## config.mk

```make
export PLATFORM = sky130hd
export DESIGN_NAME = mem_arbiter
export DESIGN_NICKNAME = d
export VERILOG_FILES = /design/src/rtl/mem_arbiter.sv
export SDC_FILE = /design/constraint.sdc
export NUM_CORES = 1
export LEC_CHECK = 0
export CAP_MARGIN = 20
export CORE_MARGIN = 2
export CORE_UTILIZATION = 50
export DETAILED_ROUTE_END_ITERATION = 16
export DONT_BUFFER_PORTS = 1
export HOLD_SLACK_MARGIN = 0.05
export PLACE_DENSITY_LB_ADDON = 0.12
export REMOVE_ABC_BUFFERS = 1
export SYNTH_ARGS = -nofsm -noshare
export SYNTH_HDL_FRONTEND = slang
export SYNTH_SLANG_ARGS = --single-unit
```

## constraint.sdc

```tcl
create_clock -name clk -period 2.4 [get_ports clk]
set_clock_uncertainty 0.05 [all_clocks]
set_input_delay 0.24 -clock clk [delete_from_list [all_inputs] [get_ports clk]]
set_output_delay 0.24 -clock clk [all_outputs]
set_load 0.03 [all_outputs]
```

## src/rtl/mem_arbiter.sv

```systemverilog
// mem_arbiter: byte-serial controller that shares one byte-wide RAM port between
// instruction fetch (word reads) and the MEM stage (byte/half/word loads and stores).
module mem_arbiter #(
  parameter int ADDR_W     = 32,
  parameter int DATA_FIRST = 1
) (
  input  logic              clk,
  input  logic              rst,
  input  logic              inst_req,
  input  logic [ADDR_W-1:0] inst_addr,
  input  logic              inst_abort,
  output logic [31:0]       inst_o,
  output logic [ADDR_W-1:0] inst_pc,
  output logic              inst_done,
  input  logic              data_req,
  input  logic              data_we,
  input  logic [ADDR_W-1:0] data_addr,
  input  logic [1:0]        data_len,
  input  logic [31:0]       data_wdata,
  output logic [31:0]       data_rdata,
  output logic              data_done,
  input  logic [7:0]        ram_din,
  output logic [7:0]        ram_dout,
  output logic [ADDR_W-1:0] ram_a,
  output logic              ram_wr
);

  typedef enum logic [1:0] {IDLE, IFETCH, DREAD, DWRITE} state_t;

  state_t            state_q, state_d;
  logic [ADDR_W-1:0] addr_q, addr_d;
  logic [31:0]       wdata_q, wdata_d;
  logic [2:0]        nbytes_q, nbytes_d;
  logic [2:0]        cnt_q, cnt_d;
  logic [31:0]       buf_q, buf_d;
  logic [31:0]       inst_o_q, inst_o_d;
  logic [ADDR_W-1:0] inst_pc_q, inst_pc_d;
  logic              inst_done_q, inst_done_d;
  logic [31:0]       data_rdata_q, data_rdata_d;
  logic              data_done_q, data_done_d;
  logic [7:0]        ram_dout_q, ram_dout_d;
  logic [ADDR_W-1:0] ram_a_q, ram_a_d;
  logic              ram_wr_q, ram_wr_d;

  logic              blocked;
  logic              inst_ok;
  logic              data_win;
  logic              inst_win;
  logic [2:0]        data_n;
  logic [2:0]        next_k;
  logic [31:0]       merged;
  logic [7:0]        wbyte;

  // A completion cycle is always followed by one dead cycle before a new acceptance.
  assign blocked  = inst_done_q | data_done_q;
  assign inst_ok  = inst_req & ~inst_abort;
  assign data_win = data_req & ((DATA_FIRST != 0) | ~inst_ok);
  assign inst_win = inst_ok & ~data_win;
  assign data_n   = (data_len == 2'b00) ? 3'd1 : (data_len == 2'b01) ? 3'd2 : 3'd4;
  assign next_k   = cnt_q + 3'd1;

  // Drop the byte returned by the RAM this cycle into its little-endian lane.
  always_comb begin
    merged = buf_q;
    case (cnt_q)
      3'd1:    merged[7:0]   = ram_din;
      3'd2:    merged[15:8]  = ram_din;
      3'd3:    merged[23:16] = ram_din;
      3'd4:    merged[31:24] = ram_din;
      default: merged = buf_q;
    endcase
  end

  // Pick the store byte for the next write beat.
  always_comb begin
    case (next_k)
      3'd1:    wbyte = wdata_q[15:8];
      3'd2:    wbyte = wdata_q[23:16];
      3'd3:    wbyte = wdata_q[31:24];
      default: wbyte = wdata_q[7:0];
    endcase
  end

  // Next-state and next-output logic for the arbiter and beat sequencer.
  always_comb begin
    state_d      = state_q;
    addr_d       = addr_q;
    wdata_d      = wdata_q;
    nbytes_d     = nbytes_q;
    cnt_d        = cnt_q;
    buf_d        = buf_q;
    inst_o_d     = inst_o_q;
    inst_pc_d    = inst_pc_q;
    inst_done_d  = 1'b0;
    data_rdata_d = data_rdata_q;
    data_done_d  = 1'b0;
    ram_dout_d   = ram_dout_q;
    ram_a_d      = '0;
    ram_wr_d     = 1'b0;

    case (state_q)
      IDLE: begin
        if (!blocked) begin
          if (data_win) begin
            addr_d   = data_addr;
            wdata_d  = data_wdata;
            nbytes_d = data_n;
            cnt_d    = 3'd0;
            buf_d    = '0;
            ram_a_d  = data_addr;
            if (data_we) begin
              state_d    = DWRITE;
              ram_wr_d   = 1'b1;
              ram_dout_d = data_wdata[7:0];
            end else begin
              state_d = DREAD;
            end
          end else if (inst_win) begin
            addr_d   = inst_addr;
            nbytes_d = 3'd4;
            cnt_d    = 3'd0;
            buf_d    = '0;
            ram_a_d  = inst_addr;
            state_d  = IFETCH;
          end
        end
      end

      IFETCH, DREAD: begin
        if ((state_q == IFETCH) && inst_abort) begin
          state_d = IDLE;
        end else begin
          cnt_d = next_k;
          if (cnt_q != 3'd0) begin
            buf_d = merged;
          end
          if (next_k < nbytes_q) begin
            ram_a_d = addr_q + ADDR_W'(next_k);
          end
          if (cnt_q == nbytes_q) begin
            state_d = IDLE;
            if (state_q == IFETCH) begin
              inst_o_d    = merged;
              inst_pc_d   = addr_q;
              inst_done_d = 1'b1;
            end else begin
              data_rdata_d = merged;
              data_done_d  = 1'b1;
            end
          end
        end
      end

      DWRITE: begin
        cnt_d = next_k;
        if (next_k < nbytes_q) begin
          ram_a_d    = addr_q + ADDR_W'(next_k);
          ram_wr_d   = 1'b1;
          ram_dout_d = wbyte;
        end else begin
          state_d     = IDLE;
          data_done_d = 1'b1;
        end
      end

      default: state_d = IDLE;
    endcase
  end

  // Register all state and outputs; reset abandons any access in flight.
  always_ff @(posedge clk) begin
    if (rst) begin
      state_q      <= IDLE;
      addr_q       <= '0;
      wdata_q      <= '0;
      nbytes_q     <= '0;
      cnt_q        <= '0;
      buf_q        <= '0;
      inst_o_q     <= '0;
      inst_pc_q    <= '0;
      inst_done_q  <= 1'b0;
      data_rdata_q <= '0;
      data_done_q  <= 1'b0;
      ram_dout_q   <= '0;
      ram_a_q      <= '0;
      ram_wr_q     <= 1'b0;
    end else begin
      state_q      <= state_d;
      addr_q       <= addr_d;
      wdata_q      <= wdata_d;
      nbytes_q     <= nbytes_d;
      cnt_q        <= cnt_d;
      buf_q        <= buf_d;
      inst_o_q     <= inst_o_d;
      inst_pc_q    <= inst_pc_d;
      inst_done_q  <= inst_done_d;
      data_rdata_q <= data_rdata_d;
      data_done_q  <= data_done_d;
      ram_dout_q   <= ram_dout_d;
      ram_a_q      <= ram_a_d;
      ram_wr_q     <= ram_wr_d;
    end
  end

  assign inst_o     = inst_o_q;
  assign inst_pc    = inst_pc_q;
  assign inst_done  = inst_done_q;
  assign data_rdata = data_rdata_q;
  assign data_done  = data_done_q;
  assign ram_dout   = ram_dout_q;
  assign ram_a      = ram_a_q;
  assign ram_wr     = ram_wr_q;

endmodule

```

Word level (Yosys, flattened, before mapping) --
Index checks and enable logic that the tools add are counted.
Word-level totals: flip-flop bits (word level) 243, input port bits 112, output and inout bits 139, word-level logic and storage cells 117
Operators by class: $add $sub $neg 2, $lt $le $gt $ge 1, equal/unequal tests 21, mux-type cells 52, bitwise logic cells 10, reduce and logical (&&, ||, !) cells 17
Operators by type and width (number):
- 32-bit 2-to-1 mux | 12
- 32-bit one-hot mux with 3 select lines | 1
- 8-bit 2-to-1 mux | 8
- 32-bit one-hot mux with 2 select lines | 1
- 32-bit by 3-bit adder with 32-bit output | 1
- 3-bit 2-to-1 mux | 8
- 8-bit one-hot mux with 3 select lines | 1
- 8-bit one-hot mux with 2 select lines | 1
- 2-bit inequality test (second input constant) | 7
- 3-bit by 2-bit == test with 1-bit output (second input constant) | 4
- 2-bit 2-to-1 mux | 6
- 4-bit AND reduction | 3
- 1-bit 2-to-1 mux | 10
- 5-bit AND reduction | 2
- 3-bit one-hot mux with 3 select lines | 1
- 3-bit AND reduction | 3
- 1-bit NOT | 7
- 3-bit by 1-bit == test with 1-bit output (second input constant) | 2
- 3-bit inequality test (second input constant) | 2
- 2-bit one-hot mux with 3 select lines | 1
- 2-bit nonzero test | 3
- 2-bit by 1-bit == test with 1-bit output (second input constant) | 2
- 2-bit == test (second input constant) | 2
- 2-bit zero test | 2
- 11 further kinds | 13

Logic depth before layout (Yosys ltp) --
Gate-level depths: netlist of run 1.
depth after elaboration 7, depth in mapped cells 11, mapped depth without buffers 9

Least setup slack after synthesis of run 1 --
No wires, ideal clock.
kind register to register, start point reg cnt_q[2], end point reg ram_a_q[25], in the netlist ram_a[25], arrival 2.349 ns, slack -0.075 ns, cell stages (with the launch flop) 12, path buffers 3, period minus slack after synthesis 2.475 ns, path through dfxtp_1 -> buf_4 -> inv_1 -> ha_1 -> inv_1 -> ha_1 -> a21oi_1 -> o221ai_1 -> or3_1 -> buf_2 -> buf_6 -> o22ai_1
Between the ends: word-level cells in the longest chain between the ends 5, elaborated cells on any way between the ends 6, those cells by class 2 x add/sub; 1 x order compare; 3 x mux
Ends and longest elaborated chain:
- from (decl) | RTL line 34 | logic [2:0] cnt_q, cnt_d;
- from (signal assigned) | RTL line 192 | cnt_q <= cnt_d;
- 3-bit by 1-bit adder with 3-bit output (*) | RTL line 60 | assign next_k = cnt_q + 3'd1;
- 32-bit by 3-bit adder with 32-bit output or 3-bit < comparator (tied branches)
- 32-bit 2-to-1 mux (*) | RTL line 137, 156
- 32-bit 2-to-1 mux | RTL line 130 | if ((state_q == IFETCH) && inst_abort) begin
- 32-bit one-hot mux with 3 select lines (*) | RTL line 101 | case (state_q)
- to (signal assigned) | RTL line 200 | ram_a_q <= ram_a_d;
- to (decl) | RTL line 42 | logic [ADDR_W-1:0] ram_a_q, ram_a_d;
Every way passes the cells marked *; elsewhere a longest branch is shown, timed or not. A chain may end at the register's enable or synchronous reset.

Worst setup path in the final report of run 1 --
start point reg cnt_q[1], end point reg ram_a_q[29], in the netlist ram_a[29]
The elaborated chain is that of the path after synthesis.

==> metrics, run 1 <==
starting density of the core 0.508; Worst-path clk slew 0.07 ns; num rows 52; # DRC 0; die height 147 µm; fin crit share 0.952; GP Congestion 0.852; Startpoint Class flip-flop; Power Density 1130 mW/mm²; Seq/Total Area, Yosys 0.475; die width 147 µm; area grow syn2layout 20.2%; non-filler cells, final 1496; outcome finished with violations; number of I/O port buffers 0; CTS buffer count 25; worst hold path class primary input to flip-flop; simple-gate share of the synthesized area 0.164; Synth area leader dfxtp_1; Mapped Cells 1156; Total Neg Setup Slack 0 ns; Final Hold Viols 183; number of synthesized flops with an enable pin 0; Core ar. 0.0202 mm²; static leakage 4.49 nW; Post-synth top cells 243 x dfxtp_1, 161 x nor2_1, 153 x nand2_1; Worst path max stage delay 0.34 ns; Synthesis Warnings 0; vias in the first global route 8192; # hold bufs at CTS 86; kind of critical path flip-flop to flip-flop; worst path required time 2.76 ns; Max-Cap Viols 0; Post-Synth XOR/XNOR Area 0.0274; drt pass-1 iters 5; Yosys reg bits 243; clk sinks 243; CP Cell Sequence ha_2 -> ha_4 -> inv_2 -> ha_1 -> or2_2 -> o211a_4 -> buf_12 -> nand4b_1 -> xor2_1 -> o22ai_1; latest clock arrival within the worst-skew pair 0.53 ns; Synth Area in Adders 0.0203; post-synthesis compound-gate area fraction 0.211; largest net degree at the start of global routing 223; # diodes 0; fillers 1795; Synth async-reset ratio 0; Synth top area share 0.475; mux share of post-synthesis cell area 0.0558; Ports 251; Synth area leaders dfxtp_1 47%, a211oi_1 6.6%, nor2_1 5.9%; vias per cell 5.63; gr ovfl total 0; final wirelength 27.0 mm; synthesized area 0.0102 mm²; htree depth 1; most common cell in the netlist dfxtp_1; placed cells 1361; Max clock buf depth 3; vias 8422; crit path DAT 2.65 ns; Nets 1335; antenna viol nets, final 0; failing checks hold timing; Root Driver clkbuf_16; top_reg_cell synth dfxtp_1; Seq. cell area 0.00487 mm²; worst vdd ir 0.763 mV; fmax 438 MHz; crit path time final 2.28 ns; top cell family by delay on the critical path adder cells; CP Capture Type flip-flop; die area 0.0217 mm²; Avg WL per Cell 18.0 µm; syn_area_per_cell 8.86 µm²; layout cells sized above 1 0.0930; Final Setup Violations 0; initial antenna violation count 0; CTS tree done; max-slew violation count 0; area occupied by multi-input gates 0.00500 mm²; main combinational cell family by area after synthesis compound AO/OA/AOI/OAI gates; Synth cell types 60; first-pass GRT wire length 43.1 mm; actual slew at the worst max-slew pin 0.607 ns; DRT iter0 DRCs 406; slowest library cell on the worst path dfxtp_1; Relative slew margins 0.594; Total GRT Usage 0.240; unrepaired setup endpoints after global routing false; worst-path maximum fanout 10; DP HPWL 17.1 mm; WP buf/inv 2; final hold slack -0.268 ns
[layout make-up]
| type | instances | area share |
|---|---|---|
| flip-flops and latches | 243 | 0.395 |
| clock inverters | 8 | 0.0106 |
| well taps | 270 | 0.0274 |
| repair buffers | 118 | 0.0965 |
| clock buffers | 38 | 0.0596 |
| inverters | 14 | 0.00427 |
| multi-input cells | 805 | 0.406 |
[repair_timing]
| action | in CTS | in global routing |
|---|---|---|
| endpoints found under the setup margin | 27 | 73 |
| endpoints found under the hold margin | 243 | 183 |
| setup buffers | 0 | 3 |
| pin swaps | 0 | 4 |
| gates resized for setup | 4 | 17 |
[per-layer routing]
layer | up-vias | routed length, µm | global-route usage
li1 | 4202 | - | -
met1 | 3939 | 11500 | 0.306
met2 | 242 | 12900 | 0.410
met3 | 39 | 1990 | 0.0606
met4 | 0 | 478 | 0.0587
met5 | - | 0 | 0
[logic make-up after synthesis]
kind of cell	Yosys count
XOR/XNOR	32
AND/OR/NAND/NOR	392
multiplexers	57
AO/OA/AOI/OAI	308
adder cells (fa/ha/maj)	16
buffers and inverters	108
flip-flops	243
[layout by cell type, fill, tap and decap left out, types with 5 or more instances in the layout]
cell,count
dfxtp_1,242
nor2_1,158
nand2_1,153
a21oi_1,91
a211oi_1,90
dlygate4sd3_1,86
mux2i_1,56
a22oi_1,53
clkbuf_16,25
buf_4,25
o22ai_1,23
xor2_1,22
nand3_1,18
inv_1,12
nand2b_1,12
nand4_1,12
xnor2_1,10
o211ai_1,9
ha_1,9
and3_1,7
clkbuf_1,7
buf_12,7
clkbuf_8,6
nor3_1,5
a222oi_1,5
a311oi_1,5
[final timing paths]
kind / from / to / slack, ns / cells after the start
min: rst / data_rdata[13]$_SDFFE_PP0P_ / -0.27 / 1
min reg2reg: addr_q[0]$_SDFFE_PP0P_ / inst_pc[0]$_SDFFE_PP0P_ / 0.44 / 2
max: cnt_q[1]$_SDFFE_PP0P_ / ram_a[29]$_SDFF_PP0_ / 0.12 / 10
max reg2reg: cnt_q[1]$_SDFFE_PP0P_ / ram_a[29]$_SDFF_PP0_ / 0.12 / 10
[worst reg2reg max path: cells and delay by family (launching register included)]
kind                       cells  cell delay (ns)
AOI/OAI and AO/OA              2             0.27
buffers and inverters          2             0.20
xor gates and xnor gates       1             0.15
adders and majority gates      3             0.75
and+or+nand+nor                2             0.41
DFF                            1             0.34
[state kept, by name, indices dropped and copies added, names as in the netlist, 8 cells and up]
register,flops
ram_dout,8
inst_o,32
buf_q,32
addr_q,32
inst_pc,32
data_rdata,32
ram_a,32
wdata_q,32
[stage by stage]
step                      worst slack (ns)  hold slack (ns)  utilization  instance area [µm²]  total power, W
after CTS                           0.0107           -0.286        0.605                12200          0.0139
after global placement             -0.0760            0.282        0.519                10500         0.00954
after floorplan                     -0.797            0.259            -                 9820         0.00841
after global routing               0.00914           -0.283        0.611                12300          0.0147
final                                0.115           -0.268        0.611                12300          0.0139
after detailed placement            -0.123            0.281        0.519                10500         0.00961
[where the power goes]
| group | total, W | internal (W) | leakage, nW | switching (W) |
|---|---|---|---|---|
| Sequential | 0.00582 | 0.00469 | 1.98 | 0.00114 |
| Clock | 0.00406 | 0.00244 | 0.427 | 0.00161 |
| Combinational | 0.00404 | 0.00168 | 2.08 | 0.00236 |
| Total | 0.0139 | 0.00881 | 4.49 | 0.00511 |
Power figures use the tool's default switching activity.
==> run 2, diff against run 1 <==
--- a/config.mk
+++ b/config.mk
@@ -6,7 +6,7 @@
 export NUM_CORES = 1
 export LEC_CHECK = 0
 export CAP_MARGIN = 20
-export CORE_MARGIN = 2
+export CORE_MARGIN = 5
 export CORE_UTILIZATION = 50
 export DETAILED_ROUTE_END_ITERATION = 16
 export DONT_BUFFER_PORTS = 1
==> constraint.sdc (replaced) <==
create_clock -name clk -period 2.4 [get_ports clk]
set_clock_uncertainty 0.05 [all_clocks]
set_input_delay 0.24 -clock clk [delete_from_list [all_inputs] [get_ports clk]]
set_output_delay 0.24 -clock clk [all_outputs]
set_load 0.02 [all_outputs]
==> run 2 against run 1 <==
  * Via count is 0.97% higher
  * Power is 3.1% lower
  * Wire length is 3.7% higher
  * Count of clock-buffer cells in the layout is 1 lower
  * Clock power is 8.6% lower
  * Maximum frequency hardly changed
  * Combinational power is 3% higher
  * Setup slack worse by 0.0016 ns
  * Global-route usage is 1.5 points lower
  * Non-clock buffer count is 2 higher
  * Worst hold slack better by 0.049 ns
  * The run still ends with hold timing left
  * Sequential cell count stayed put
==> metrics, run 2 (synthesis gave the netlist of run 1 again) <==
number of I/O port buffers 0 (unchanged); fillers 1849 (was 1795); crit path DAT 2.67 ns (was 2.65 ns); worst hold path class primary input to flip-flop (unchanged); Power Density 1100 mW/mm² (was 1130 mW/mm²); DP HPWL 18.3 mm (was 17.1 mm); static leakage 4.46 nW (was 4.49 nW); final hold slack -0.219 ns (was -0.268 ns); layout cells sized above 1 0.0921 (was 0.0930); CP most frequent cell ha_4; path depth of the worst reg2reg path 9 (was 10); die width 153 µm (was 147 µm); GP Congestion 0.800 (was 0.852); fmax 437 MHz (was 438 MHz); sequential power share 0.415 (was 0.418); Relative slew margins 0.500 (was 0.594); Avg WL per Cell 18.7 µm (was 18.0 µm); FF-to-FF setup slack 0.11 ns (was 0.12 ns); Root Driver clkbuf_16 (unchanged); first-pass GRT wire length 44.7 mm (was 43.1 mm); Combinational Power Share 0.309 (was 0.290); drt pass-1 iters 5 (unchanged); Final Hold Viols 178 (was 183); launching point of the worst reg2reg path cnt_q[0]$_SDFFE_PP0P_ (was cnt_q[1]$_SDFFE_PP0P_); most frequent cells in the layout 243 x dfxtp_1, 159 x nor2_1, 153 x nand2_1 (was 242 x dfxtp_1, 158 x nor2_1, 153 x nand2_1); Power Total 0.0135 W (was 0.0139 W); Worst-path clk slew 0.06 ns (was 0.07 ns); vias 8504 (was 8422); Total GRT Usage 0.225 (was 0.240); Nets 1338 (was 1335); Max clock buf depth 3 (unchanged); hold path start rst (unchanged); die area 0.0235 mm² (was 0.0217 mm²); Final Setup Violations 0 (unchanged); # DRC 0 (unchanged); starting density of the core 0.506 (was 0.508); htree depth 1 (unchanged); final wirelength 27.9 mm (was 27.0 mm); Worst path max stage delay 0.39 ns (was 0.34 ns); fin crit share 0.953 (was 0.952); worst path required time 2.78 ns (was 2.76 ns); slowest library cell on the worst path or3_4 (was dfxtp_1); # diodes 0 (unchanged); die height 153 µm (was 147 µm); num rows 52 (unchanged); top cell family by delay on the critical path adder cells (unchanged); worst vdd ir 0.681 mV (was 0.763 mV); area grow syn2layout 19.6% (was 20.2%); vias per cell 5.68 (was 5.63); Final Instance Area 0.0123 mm² (about the same); CP Cell Sequence ha_1 -> ha_4 -> inv_2 -> ha_4 -> a21oi_4 -> o221ai_2 -> or3_4 -> buf_12 -> o22ai_1 (was ha_2 -> ha_4 -> inv_2 -> ha_1 -> or2_2 -> o211a_4 -> buf_12 -> nand4b_1 -> xor2_1 -> o22ai_1); antenna viol nets, final 0 (unchanged); CTS tree done (unchanged); max-slew violation count 0 (unchanged); Core ar. 0.0202 mm² (about the same); hold path depth 1 (unchanged); # hold bufs at CTS 85 (was 86); hold endpoint ram_dout[6]$_SDFFE_PP0P_ (was data_rdata[13]$_SDFFE_PP0P_); outcome finished with violations (unchanged); Ports 251 (unchanged); Util after Layout 0.605 (was 0.611); Max-Cap Viols 0 (unchanged); latest clock arrival within the worst-skew pair 0.51 ns (was 0.53 ns); kind of critical path flip-flop to flip-flop (unchanged); unrepaired setup endpoints after global routing false (unchanged); WP buf/inv 2 (unchanged); actual slew at the worst max-slew pin 0.747 ns (was 0.607 ns); worst-path maximum fanout 24 (was 10); Startpoint Class flip-flop (unchanged); gr ovfl total 0 (unchanged); Sw Pwr 0.00489 W (was 0.00511 W); Critical R2R Capture ram_a[27]$_SDFF_PP0_ (was ram_a[29]$_SDFF_PP0_); DRT iter0 DRCs 416 (was 406); initial antenna violation count 0 (unchanged); failing checks hold timing (unchanged); CP Capture Type flip-flop (unchanged); Placed Area 0.0105 mm² (about the same); Clock power frac 0.275 (was 0.291); Int Pwr 0.00860 W (was 0.00881 W); commonest non-fill, non-tap cell in the layout dfxtp_1 (unchanged); clk sinks 243 (unchanged); crit path time final 2.29 ns (was 2.28 ns); sw frac 0.362 (was 0.367); vias in the first global route 8213 (was 8192); largest net degree at the start of global routing 223 (unchanged); CTS buffer count 25 (unchanged)
run 2: worst max-delay path by stage:
stage	start	end	slack [ns]	depth (start not counted)
3_3_place_gp	cnt_q[0]$_SDFFE_PP0P_	ram_a[7]$_SDFF_PP0_	-0.09	9
5_1_grt	cnt_q[1]$_SDFFE_PP0P_	ram_a[9]$_SDFF_PP0_	0.02	8
2_1_floorplan	state_q[1]$_SDFFE_PP0P_	addr_q[8]$_SDFFE_PP0P_	-0.80	6
4_1_cts	cnt_q[0]$_SDFFE_PP0P_	ram_a[27]$_SDFF_PP0_	0.006	9
3_5_place_dp	cnt_q[0]$_SDFFE_PP0P_	ram_a[9]$_SDFF_PP0_	-0.12	9
6_report	cnt_q[0]$_SDFFE_PP0P_	ram_a[27]$_SDFF_PP0_	0.11	9
run 2: timing repair:
item	4_1_cts	5_1_grt
gates cloned	0	1
setup endpoints to repair	25	73
resized for setup	4	16
hold endpoints to repair	243	182
pin swaps	0	5
setup buffers	0	3
run 2: power by group through the flow:
stage          registers (W)  clock network (W)  logic, W
3_5_place_dp         0.00569                  0   0.00377
3_3_place_gp         0.00569                  0   0.00371
4_1_cts              0.00561            0.00380   0.00405
2_1_floorplan        0.00551                  0   0.00267
5_1_grt              0.00569            0.00400   0.00468
6_report             0.00560            0.00371   0.00417
run 2: cell type report:
class / instances / area (µm²) / share of cell area
clock buffer: 37 / 721 / 0.0588
sequential: 243 / 4860 / 0.397
inverter: 14 / 56.3 / 0.00460
tap: 270 / 338 / 0.0276
multi-input combinational: 806 / 5000 / 0.408
clock inverter: 7 / 65.1 / 0.00531
timing repair buffer: 120 / 1200 / 0.0983
run 2: stage by stage:
stage	TNS [ns]	instances	setup slack, ns	hold slack (ns)
5_1_grt	0	1497	0.0181	-0.244
3_3_place_gp	-0.193	1364	-0.0855	0.275
2_1_floorplan	-74.88	1062	-0.797	0.259
3_5_place_dp	-0.607	1364	-0.123	0.276
6_report	0	1497	0.113	-0.219
4_1_cts	0	1493	0.00627	-0.251
run 2: routing by layer:
layer  wire length, µm  vias to the layer above  part of all wire  track usage
li1                  -                     4203                 -            -
met1             11900                     4024              0.43        0.295
met2             13600                      249              0.49        0.381
met3              2040                       28             0.073       0.0580
met4               437                        0             0.016       0.0403
met5                 0                        -                 0            0
run 2: worst reg2reg max path, stage by stage, from the launching register on:
cell and delay (ns):
dfxtp_1 0.33, ha_1 0.23, ha_4 0.28, inv_2 0.06
ha_4 0.23, a21oi_4 0.18, o221ai_2 0.12, or3_4 0.39
buf_12 0.16, o22ai_1 0.19
